==> src/rtl/alu_pkg.sv <==
// rtl/alu_pkg.sv - shared defaults, op code type and FSM states for the ALU sequencer
package alu_pkg;

    localparam int DATA_W_DEF = 32;
    localparam int NREGS_DEF  = 8;

    typedef logic [1:0] alu_op_t;

    typedef enum logic [1:0] {
        IDLE = 2'd0,
        EXEC = 2'd1,
        WB   = 2'd2
    } seq_state_t;

endpackage

==> src/rtl/alu_sequencer_if.sv <==
// rtl/alu_sequencer_if.sv - preload, command, ALU, writeback and debug signals of the sequencer
interface alu_sequencer_if import alu_pkg::*; #(
    parameter int DATA_W = DATA_W_DEF,
    parameter int AW     = $clog2(NREGS_DEF)
);

    logic              ld_valid;
    logic [AW-1:0]     ld_addr;
    logic [DATA_W-1:0] ld_data;
    logic              ld_ready;

    logic              cmd_valid;
    alu_op_t           cmd_op;
    logic [AW-1:0]     cmd_rd;
    logic [AW-1:0]     cmd_rs1;
    logic [AW-1:0]     cmd_rs2;
    logic              cmd_ready;

    logic [DATA_W-1:0] alu_a;
    logic [DATA_W-1:0] alu_b;
    alu_op_t           alu_c;
    logic [DATA_W-1:0] alu_out;

    logic              res_valid;
    logic [AW-1:0]     res_rd;
    logic [DATA_W-1:0] res_data;

    logic [AW-1:0]     dbg_addr;
    logic [DATA_W-1:0] dbg_data;

    modport master (
        output ld_valid, ld_addr, ld_data,
        input  ld_ready,
        output cmd_valid, cmd_op, cmd_rd, cmd_rs1, cmd_rs2,
        input  cmd_ready,
        input  alu_a, alu_b, alu_c,
        output alu_out,
        input  res_valid, res_rd, res_data,
        output dbg_addr,
        input  dbg_data
    );

    modport slave (
        input  ld_valid, ld_addr, ld_data,
        output ld_ready,
        input  cmd_valid, cmd_op, cmd_rd, cmd_rs1, cmd_rs2,
        output cmd_ready,
        output alu_a, alu_b, alu_c,
        input  alu_out,
        output res_valid, res_rd, res_data,
        input  dbg_addr,
        output dbg_data
    );

endinterface

==> src/rtl/alu_regfile.sv <==
// rtl/alu_regfile.sv - register file with two operand read ports, a debug read tap and one write port
module alu_regfile #(
    parameter int DATA_W = 32,
    parameter int NREGS  = 8,
    parameter int AW     = 3
) (
    input  logic              clk,
    input  logic              rst_n,
    input  logic              we,
    input  logic [AW-1:0]     waddr,
    input  logic [DATA_W-1:0] wdata,
    input  logic [AW-1:0]     ra1,
    output logic [DATA_W-1:0] rd1,
    input  logic [AW-1:0]     ra2,
    output logic [DATA_W-1:0] rd2,
    input  logic [AW-1:0]     dbg_ra,
    output logic [DATA_W-1:0] dbg_rd
);

    logic [DATA_W-1:0] rf [NREGS];

    // Single write port; the sequencer decides who owns it each cycle.
    always_ff @(posedge clk or negedge rst_n) begin
        if (!rst_n) begin
            for (int i = 0; i < NREGS; i++) rf[i] <= '0;
        end else if (we) begin
            rf[waddr] <= wdata;
        end
    end

    assign rd1    = rf[ra1];
    assign rd2    = rf[ra2];
    assign dbg_rd = rf[dbg_ra];

endmodule

==> src/rtl/alu_sequencer.sv <==
// rtl/alu_sequencer.sv - IDLE/EXEC/WB sequencer feeding an external ALU; ALU_SEQ_R0_ZERO_EN pins r0 to zero
module alu_sequencer import alu_pkg::*; #(
    parameter int DATA_W = DATA_W_DEF,
    parameter int NREGS  = NREGS_DEF
) (
    input  logic           clk,
    input  logic           rst_n,
    alu_sequencer_if.slave bus
);

    localparam int AW = $clog2(NREGS);

    seq_state_t        state_q, state_d;
    logic [AW-1:0]     rd_q;
    logic              ld_fire, cmd_fire;
    logic              rf_we;
    logic [AW-1:0]     rf_waddr;
    logic [DATA_W-1:0] rf_wdata;
    logic [DATA_W-1:0] rs1_data, rs2_data;

    // Preload wins over a command presented in the same IDLE cycle.
    assign ld_fire  = bus.ld_valid && (state_q == IDLE);
    assign cmd_fire = bus.cmd_valid && (state_q == IDLE) && !bus.ld_valid;

    // State register; reset aborts any operation in flight.
    always_ff @(posedge clk or negedge rst_n) begin
        if (!rst_n) state_q <= IDLE;
        else        state_q <= state_d;
    end

    // Next-state and handshake outputs.
    always_comb begin
        state_d       = state_q;
        bus.ld_ready  = 1'b0;
        bus.cmd_ready = 1'b0;
        bus.res_valid = 1'b0;
        case (state_q)
            IDLE: begin
                bus.ld_ready  = 1'b1;
                bus.cmd_ready = !bus.ld_valid;
                if (cmd_fire) state_d = EXEC;
            end
            EXEC: state_d = WB;
            WB: begin
                bus.res_valid = 1'b1;
                state_d       = IDLE;
            end
            default: state_d = IDLE;
        endcase
    end

    // Operand/op latch at accept and result capture in EXEC; all hold otherwise.
    always_ff @(posedge clk or negedge rst_n) begin
        if (!rst_n) begin
            bus.alu_a    <= '0;
            bus.alu_b    <= '0;
            bus.alu_c    <= '0;
            bus.res_data <= '0;
            rd_q         <= '0;
        end else begin
            if (cmd_fire) begin
                bus.alu_a <= rs1_data;
                bus.alu_b <= rs2_data;
                bus.alu_c <= bus.cmd_op;
                rd_q      <= bus.cmd_rd;
            end
            if (state_q == EXEC) bus.res_data <= bus.alu_out;
        end
    end

    assign bus.res_rd = rd_q;

    // Write-port arbitration: preloads only happen in IDLE, writebacks only in WB.
    always_comb begin
        rf_we    = 1'b0;
        rf_waddr = rd_q;
        rf_wdata = bus.res_data;
        if (ld_fire) begin
            rf_we    = 1'b1;
            rf_waddr = bus.ld_addr;
            rf_wdata = bus.ld_data;
        end else if (state_q == WB) begin
            rf_we = 1'b1;
        end
`ifdef ALU_SEQ_R0_ZERO_EN
        if (rf_waddr == '0) rf_we = 1'b0;
`else
        rf_we = rf_we;
`endif
    end

    alu_regfile #(
        .DATA_W (DATA_W),
        .NREGS  (NREGS),
        .AW     (AW)
    ) u_regfile (
        .clk    (clk),
        .rst_n  (rst_n),
        .we     (rf_we),
        .waddr  (rf_waddr),
        .wdata  (rf_wdata),
        .ra1    (bus.cmd_rs1),
        .rd1    (rs1_data),
        .ra2    (bus.cmd_rs2),
        .rd2    (rs2_data),
        .dbg_ra (bus.dbg_addr),
        .dbg_rd (bus.dbg_data)
    );

endmodule

==> src/flat_wrapper.sv <==
// flat-port wrapper written by rule: the top's interface ports become plain ports
module alu_sequencer_flat import alu_pkg::*;
#(
    parameter int DATA_W = DATA_W_DEF,
    parameter int NREGS  = NREGS_DEF
)
  (clk, rst_n, bus_ld_valid, bus_ld_addr, bus_ld_data, bus_ld_ready, bus_cmd_valid, bus_cmd_op, bus_cmd_rd, bus_cmd_rs1, bus_cmd_rs2, bus_cmd_ready, bus_alu_a, bus_alu_b, bus_alu_c, bus_alu_out, bus_res_valid, bus_res_rd, bus_res_data, bus_dbg_addr, bus_dbg_data);
  alu_sequencer_if #(.DATA_W(DATA_W), .AW((3))) bus_i ();
  input  logic clk;
  input  logic rst_n;
  input wire logic [$bits(bus_i.ld_valid)-1:0] bus_ld_valid;
  input wire logic [$bits(bus_i.ld_addr)-1:0] bus_ld_addr;
  input wire logic [$bits(bus_i.ld_data)-1:0] bus_ld_data;
  output wire logic [$bits(bus_i.ld_ready)-1:0] bus_ld_ready;
  input wire logic [$bits(bus_i.cmd_valid)-1:0] bus_cmd_valid;
  input wire logic [$bits(bus_i.cmd_op)-1:0] bus_cmd_op;
  input wire logic [$bits(bus_i.cmd_rd)-1:0] bus_cmd_rd;
  input wire logic [$bits(bus_i.cmd_rs1)-1:0] bus_cmd_rs1;
  input wire logic [$bits(bus_i.cmd_rs2)-1:0] bus_cmd_rs2;
  output wire logic [$bits(bus_i.cmd_ready)-1:0] bus_cmd_ready;
  output wire logic [$bits(bus_i.alu_a)-1:0] bus_alu_a;
  output wire logic [$bits(bus_i.alu_b)-1:0] bus_alu_b;
  output wire logic [$bits(bus_i.alu_c)-1:0] bus_alu_c;
  input wire logic [$bits(bus_i.alu_out)-1:0] bus_alu_out;
  output wire logic [$bits(bus_i.res_valid)-1:0] bus_res_valid;
  output wire logic [$bits(bus_i.res_rd)-1:0] bus_res_rd;
  output wire logic [$bits(bus_i.res_data)-1:0] bus_res_data;
  input wire logic [$bits(bus_i.dbg_addr)-1:0] bus_dbg_addr;
  output wire logic [$bits(bus_i.dbg_data)-1:0] bus_dbg_data;
  assign bus_i.ld_valid = bus_ld_valid;
  assign bus_i.ld_addr = bus_ld_addr;
  assign bus_i.ld_data = bus_ld_data;
  assign bus_ld_ready = bus_i.ld_ready;
  assign bus_i.cmd_valid = bus_cmd_valid;
  assign bus_i.cmd_op = bus_cmd_op;
  assign bus_i.cmd_rd = bus_cmd_rd;
  assign bus_i.cmd_rs1 = bus_cmd_rs1;
  assign bus_i.cmd_rs2 = bus_cmd_rs2;
  assign bus_cmd_ready = bus_i.cmd_ready;
  assign bus_alu_a = bus_i.alu_a;
  assign bus_alu_b = bus_i.alu_b;
  assign bus_alu_c = bus_i.alu_c;
  assign bus_i.alu_out = bus_alu_out;
  assign bus_res_valid = bus_i.res_valid;
  assign bus_res_rd = bus_i.res_rd;
  assign bus_res_data = bus_i.res_data;
  assign bus_i.dbg_addr = bus_dbg_addr;
  assign bus_dbg_data = bus_i.dbg_data;
  alu_sequencer #(.DATA_W(DATA_W), .NREGS(NREGS)) u_core (.clk(clk), .rst_n(rst_n), .bus(bus_i));
endmodule
==> config.mk <==
export PLATFORM = sky130hd
export DESIGN_NAME = alu_sequencer_flat
export DESIGN_NICKNAME = d
export VERILOG_FILES = /design/src/rtl/alu_pkg.sv /design/src/rtl/alu_sequencer_if.sv /design/src/rtl/alu_regfile.sv /design/src/rtl/alu_sequencer.sv /design/src/flat_wrapper.sv
export SDC_FILE = /design/constraint.sdc
export NUM_CORES = 1
export LEC_CHECK = 0
export ABC_CLOCK_PERIOD_IN_PS = 3600
export BUFFER_PORTS_ARGS = -buffer_cell sky130_fd_sc_hd__buf_4
export CAP_MARGIN = 20
export CORE_MARGIN = 5
export CORE_UTILIZATION = 46
export CTS_CLUSTER_DIAMETER = 120
export DETAILED_ROUTE_END_ITERATION = 10
export GPL_TIMING_DRIVEN = 0
export PLACE_DENSITY = 0.74
export SETUP_SLACK_MARGIN = 0.05
export SYNTH_ARGS = -nofsm -noshare
export SYNTH_HDL_FRONTEND = slang
export SYNTH_SLANG_ARGS = --single-unit
==> constraint.sdc <==
create_clock -name clk -period 3.6 [get_ports clk]
set_clock_uncertainty 0.05 [all_clocks]
set_input_delay 0 -clock clk [delete_from_list [all_inputs] [get_ports clk]]
set_output_delay 0 -clock clk [all_outputs]
set_load 0.05 [all_outputs]
==> Word-level counts from Yosys, hierarchy flattened <==
Index checks and enable logic that the tools add are counted.
{ "word_totals": {"register_bits": 359, "inputBits": 85, "out_inout_bits": 136} }
{ "classes": {"magnitude_cmp": 5, "eq_ne": 3, "n_mux": 20, "n_bitwise": 4, "reduce_logical": 6} }
{ "ops": {"columns": ["operator", "n"], "rows": [
  ["binary-select mux 32 bit (select 3 bit)", 3],
  ["bitwise mux 256 bit", 1],
  ["two-way mux 32 bit", 8],
  ["demux 32 bit (select 3 bit)", 1],
  [">= comparator 4 bit, second input constant", 4],
  ["NOT 3 -> 4 bit", 4],
  ["logical AND 1 bit", 4],
  ["< comparator 4 x 1 -> 1 bit, second input constant", 1],
  ["two-way mux 1 bit", 4],
  ["case mux 2 bit (2 select lines)", 1],
  ["two-way mux 3 bit", 1],
  ["equality test 2 x 1 -> 1 bit, second input constant", 1],
  ["equality test 2 bit, second input constant", 1],
  ["logical NOT 2 bit", 1],
  ["two-way mux 2 bit", 1],
  ["!= test 2 x 1 -> 1 bit, second input constant", 1],
  ["logical NOT 1 bit", 1]
]} }

==> Logic depth before layout (Yosys ltp) <==
{ "depth": {"ltp_word": 9, "mapped_depth": 7, "mapped_depth_nobuf": 5} }

==> Cells and area by module <==
From an unflattened synthesis, not the netlist that was laid out.
{ "unflattened": {"cells_unflattened": 1156, "area_unflattened_um2": 20046.7} }
{ "modules_own_cells": {"columns": ["module", "instances", "cells_each", "area_each_um2", "seq_area_each_um2"], "rows": [
  ["alu_regfile", 1, 893, 15805.2, 6406.1],
  ["alu_sequencer", 1, 263, 4241.6, 2577.5]
]} }

==> Worst setup path before layout <==
No wires, ideal clock.
{ "synth_path": {"kind": "register -> register", "from": "reg u_core.state_q[0]", "to": "reg u_core.bus.alu_a[10]", "setup_time_ns": 0.066, "arrival_time_ns": 2.455, "path_slack_ns": 1.029, "stages_incl_launch_ff": 8, "path_buffers": 2, "period_less_slack_ns": 2.571, "cell_sequence": "dfrtp_1 nor3_1 nand2_1 clkinv_1 buf_2 buf_2 nand3_1 nand2_1"} }
{ "synth_via": {"elab_chain_len": 3} }
{ "synth_rtl": {"columns": ["item", "line", "source"], "rows": [
  ["from (decl)", "alu_sequencer.sv:13", "seq_state_t state_q, state_d;"],
  ["from (signal assigned)", "alu_sequencer.sv:28", "else state_q <= state_d;"],
  ["logical NOT 2 bit", "alu_sequencer.sv:23", "assign cmd_fire = bus.cmd_valid && (state_q == IDLE) && !bus.ld_valid;"],
  ["logical AND 1 bit (2 in a row)", "alu_sequencer.sv:23", null],
  ["to (signal assigned)", "alu_sequencer.sv:62", "bus.alu_a <= rs1_data;"],
  ["to (decl)", "alu_sequencer_if.sv:48", "output alu_a, alu_b, alu_c,"]
]} }
Every way passes these cells.
A chain may end at the register's enable or synchronous reset.

==> Final worst setup path <==
{ "layout_path": {"from": "in bus_dbg_addr[1]", "to": "out bus_dbg_data[20]"} }
{ "layout_via": {"elab_chain_len": 4} }
{ "layout_rtl": {"columns": ["item", "line", "source"], "rows": [
  ["from (decl)", "flat_wrapper.sv:28", "input wire logic [$bits(bus_i.dbg_addr)-1:0] bus_dbg_addr;"],
  ["NOT 3 -> 4 bit (not written as such)", "alu_regfile.sv:33", "assign dbg_rd = rf[dbg_ra];"],
  ["binary-select mux 32 bit (select 3 bit)", "alu_regfile.sv:33", null],
  ["two-way mux 32 bit (not written as such) (2 in a row)", "alu_regfile.sv:33", null],
  ["to (decl)", "flat_wrapper.sv:29", "output wire logic [$bits(bus_i.dbg_data)-1:0] bus_dbg_data;"]
]} }
Every way passes these cells. The select of a mux whose other input is x is not followed.

==> flow_summary.yaml <==
clocking:
  numCtsBuffers: 40
  numClockSinks: 359
  cts_setup_buffers: 0
  hold_buffers: 82
  clock_latency_ns: 0.56
  root_buffer: "clkbuf_16"
  h-tree-depth: 2
  clk_path_buf_depth: 3
  path_clk_slew_ns: 0.06
  cts_tree: "built"
  cts_resized: 0
setup_path:
  cp_num_cells: 5
  crit_chain: "clkbuf_1 -> clkbuf_1 -> mux4_2 -> mux2_2 -> buf_4"
  path_common_cell: "clkbuf_1"
  slowest_delay_ns: 0.79
  crit_buf_inv: 3
  ff2ff_path_depth: 6
  crit_type: "in -> out"
  cp_top_family: "buffers and inverters"
  cp-end-kind: "output port"
  worst_path_max_delay_cell: "clkbuf_1"
  start_kind: "input pin"
  arrival_ns: 2.39
  crit_required_ns: 3.55
  crit_path_max_fanout: 10
route:
  avgRoutedWirePerCell_um: 26.8
  wl_um: 66400
  vias: 15100
  via_per_inst: 6.12
  route.detailed.drc: 0
  final_antenna_net_count: 0
  dr.pass1.iters: 6
  drtIter0Drc: 1373
timing:
  max_freq_mhz: 410
  setup_violations: 0
  post-route-min-period_ns: 2.44
  hold_viol: 0
  slew_viol_final: 0
  tightest_slew_ns: 1.20
  timing.final.crit_share: 0.678
  slew_headroom: 0.202
  rsz0062_at_grt: "no"
grt:
  grt_first_pass_wirelength_um: 98400
  track_usage: 0.274
  grt.overflow.total: 0
  first_global_vias: 15800
  antenna_found_initial: 2
  grt_max_degree: 122
finish:
  final_cell_mix: "359 x dfrtp_1, 307 x mux2_2, 259 x mux2i_1, 215 x buf_4, 133 x nand2_1"
  diodes: 0
  final_core_util: 0.570
  final_common_cell: "dfrtp_1"
  drive_above_1_share: 0.402
  num-nets-final: 1948
  syn_to_final_growth_pct: 23.0
  final_cells: 2474
synthesis:
  synth_area_sq_um: 19900
  yosysSeqAreaShare: 0.453
  yosysTopAreaCell: "dfrtp_1"
  syn_inst: 1521
  ys.warnings.count: 0
  ys_seq_elements: 359
  post_synth.cell_area_avg_sq_um: 13.1
  synth_area_leaders: "dfrtp_1 45%, mux2_2 17%, mux2i_1 13%, mux4_2 7.3%, a22oi_1 4.8%"
  netlist-cell-type-count: 31
  synth_nets: 1606
  synth_top_area_share: 0.453
power:
  ir_worst_vdd_v: 0.000724
  power.density_nw_per_um2: 824
  p_leak_nw: 11.2
die:
  row_count: 76
  dieArea_sq_um: 47400
  die_x_um: 218
  start_util: 0.463
  ios: 221
  fp.dieH_um: 218
  core_sq_um: 42900
outcome:
  status: "finished, final reports clean"
placed_design:
  place_inst: 2324
  globalplace.congestion: 0.892
  dp_hpwl_um: 42900
  io_buffers: 215
job:
  maxCapViolCount: 0
worst_hold_path:
  hp-class: "in -> reg"
  hold_depth: 5
==> worst min-delay path: stages <==
cell      delay [ns]
buf_4           0.12
nand2b_1        0.09
mux2i_2         0.09
nand2_2         0.16
mux2_2          0.17
==> cells in the mapped netlist (all sizes together) <==
cell / n
dfrtp: 359
mux2: 357
mux2i: 260
nand2: 138
a22oi: 128
buf: 73
mux4: 64
nand3: 64
clkbuf: 51
nor2b: 7
nor2: 5
nand2b: 4
a21oi: 2
and2: 2
and2b: 1
clkinv: 1
nand3b: 1
nor3: 1
nor3b: 1
or2b: 1
or3b: 1
==> cell type report <==
class / instances / area [sq um]
clock buffer: 54 / 1120
sequential: 359 / 8980
multi-input combinational: 1037 / 10200
fill: 3487 / 18500
buffer: 124 / 703
clock inverter: 14 / 176
inverter: 1 / 3.75
tap: 585 / 732
timing repair buffer: 300 / 2540
==> per-stage QoR <==
stage | hold slack (ns) | setup TNS (ns) | area [sq um] | worst slack (ns) | power [mW]
after global placement | 0.183 | -329.39 | 22200 | -0.953 | 15.4
after CTS | 0.0331 | 0 | 24400 | 1.24 | 20.1
after detailed placement | -0.0877 | 0 | 22300 | 1.25 | 15.8
final | 0.0481 | 0 | 24400 | 1.16 | 20.1
after global routing | 0.0895 | 0 | 24400 | 1.13 | 21.1
after floorplan | -0.346 | 0 | 19900 | 1.03 | 13.2
==> cells by family after synthesis <==
group / synth area share
multiplexers: 0.412
flip-flops: 0.453
AND/OR/NAND/NOR: 0.0504
AO/OA/AOI/OAI: 0.0495
buffers and inverters: 0.0356
==> power by group <==
| group | switching (mW) | leakage [nW] | internal [mW] |
|---|---|---|---|
| Clock | 1.71 | 0.643 | 2.47 |
| Sequential | 1.72 | 4.35 | 5.83 |
| Combinational | 4.53 | 6.22 | 3.85 |
| Total | 7.96 | 11.2 | 12.2 |
==> final timing paths <==
kind                                                      start                                   to  slack [ns]
worst max-delay path                            bus_dbg_addr[1]                     bus_dbg_data[20]        1.16
worst min-delay path                             bus_ld_addr[2]  u_core.u_regfile.rf[96]$_DFFE_PN0P_        0.05
worst max register to register    u_core.state_q[0]$_DFFE_PN0P_      u_core.bus.alu_a[2]$_DFFE_PN0P_        1.23
worst min register to register  u_core.bus.alu_a[6]$_DFFE_PN0P_      u_core.bus.alu_a[6]$_DFFE_PN0P_        0.43
max in group asynchronous                                 rst_n  u_core.u_regfile.rf[71]$_DFFE_PN0P_        1.99
min in group asynchronous                                 rst_n     u_core.bus.res_rd[0]$_DFFE_PN0P_        0.52
==> state kept, by name, indices dropped and copies added, names as in the netlist <==
signal	count
u_core.bus.res_rd	3
u_core.bus.alu_b	32
u_core.state_q	2
u_core.bus.alu_a	32
u_core.bus.res_data	32
u_core.u_regfile.rf	256
u_core.bus.alu_c	2
==> per-layer routing <==
| layer | vias up | GRT usage | routed length (um) |
|---|---|---|---|
| met5 | - | 0 | 22 |
| met4 | 4 | 0.109 | 3010 |
| met3 | 209 | 0.0632 | 5980 |
| met2 | 832 | 0.439 | 31100 |
| met1 | 7728 | 0.365 | 26300 |
| li1 | 6372 | - | - |
Note: power is estimated with default switching activity, not from simulation.
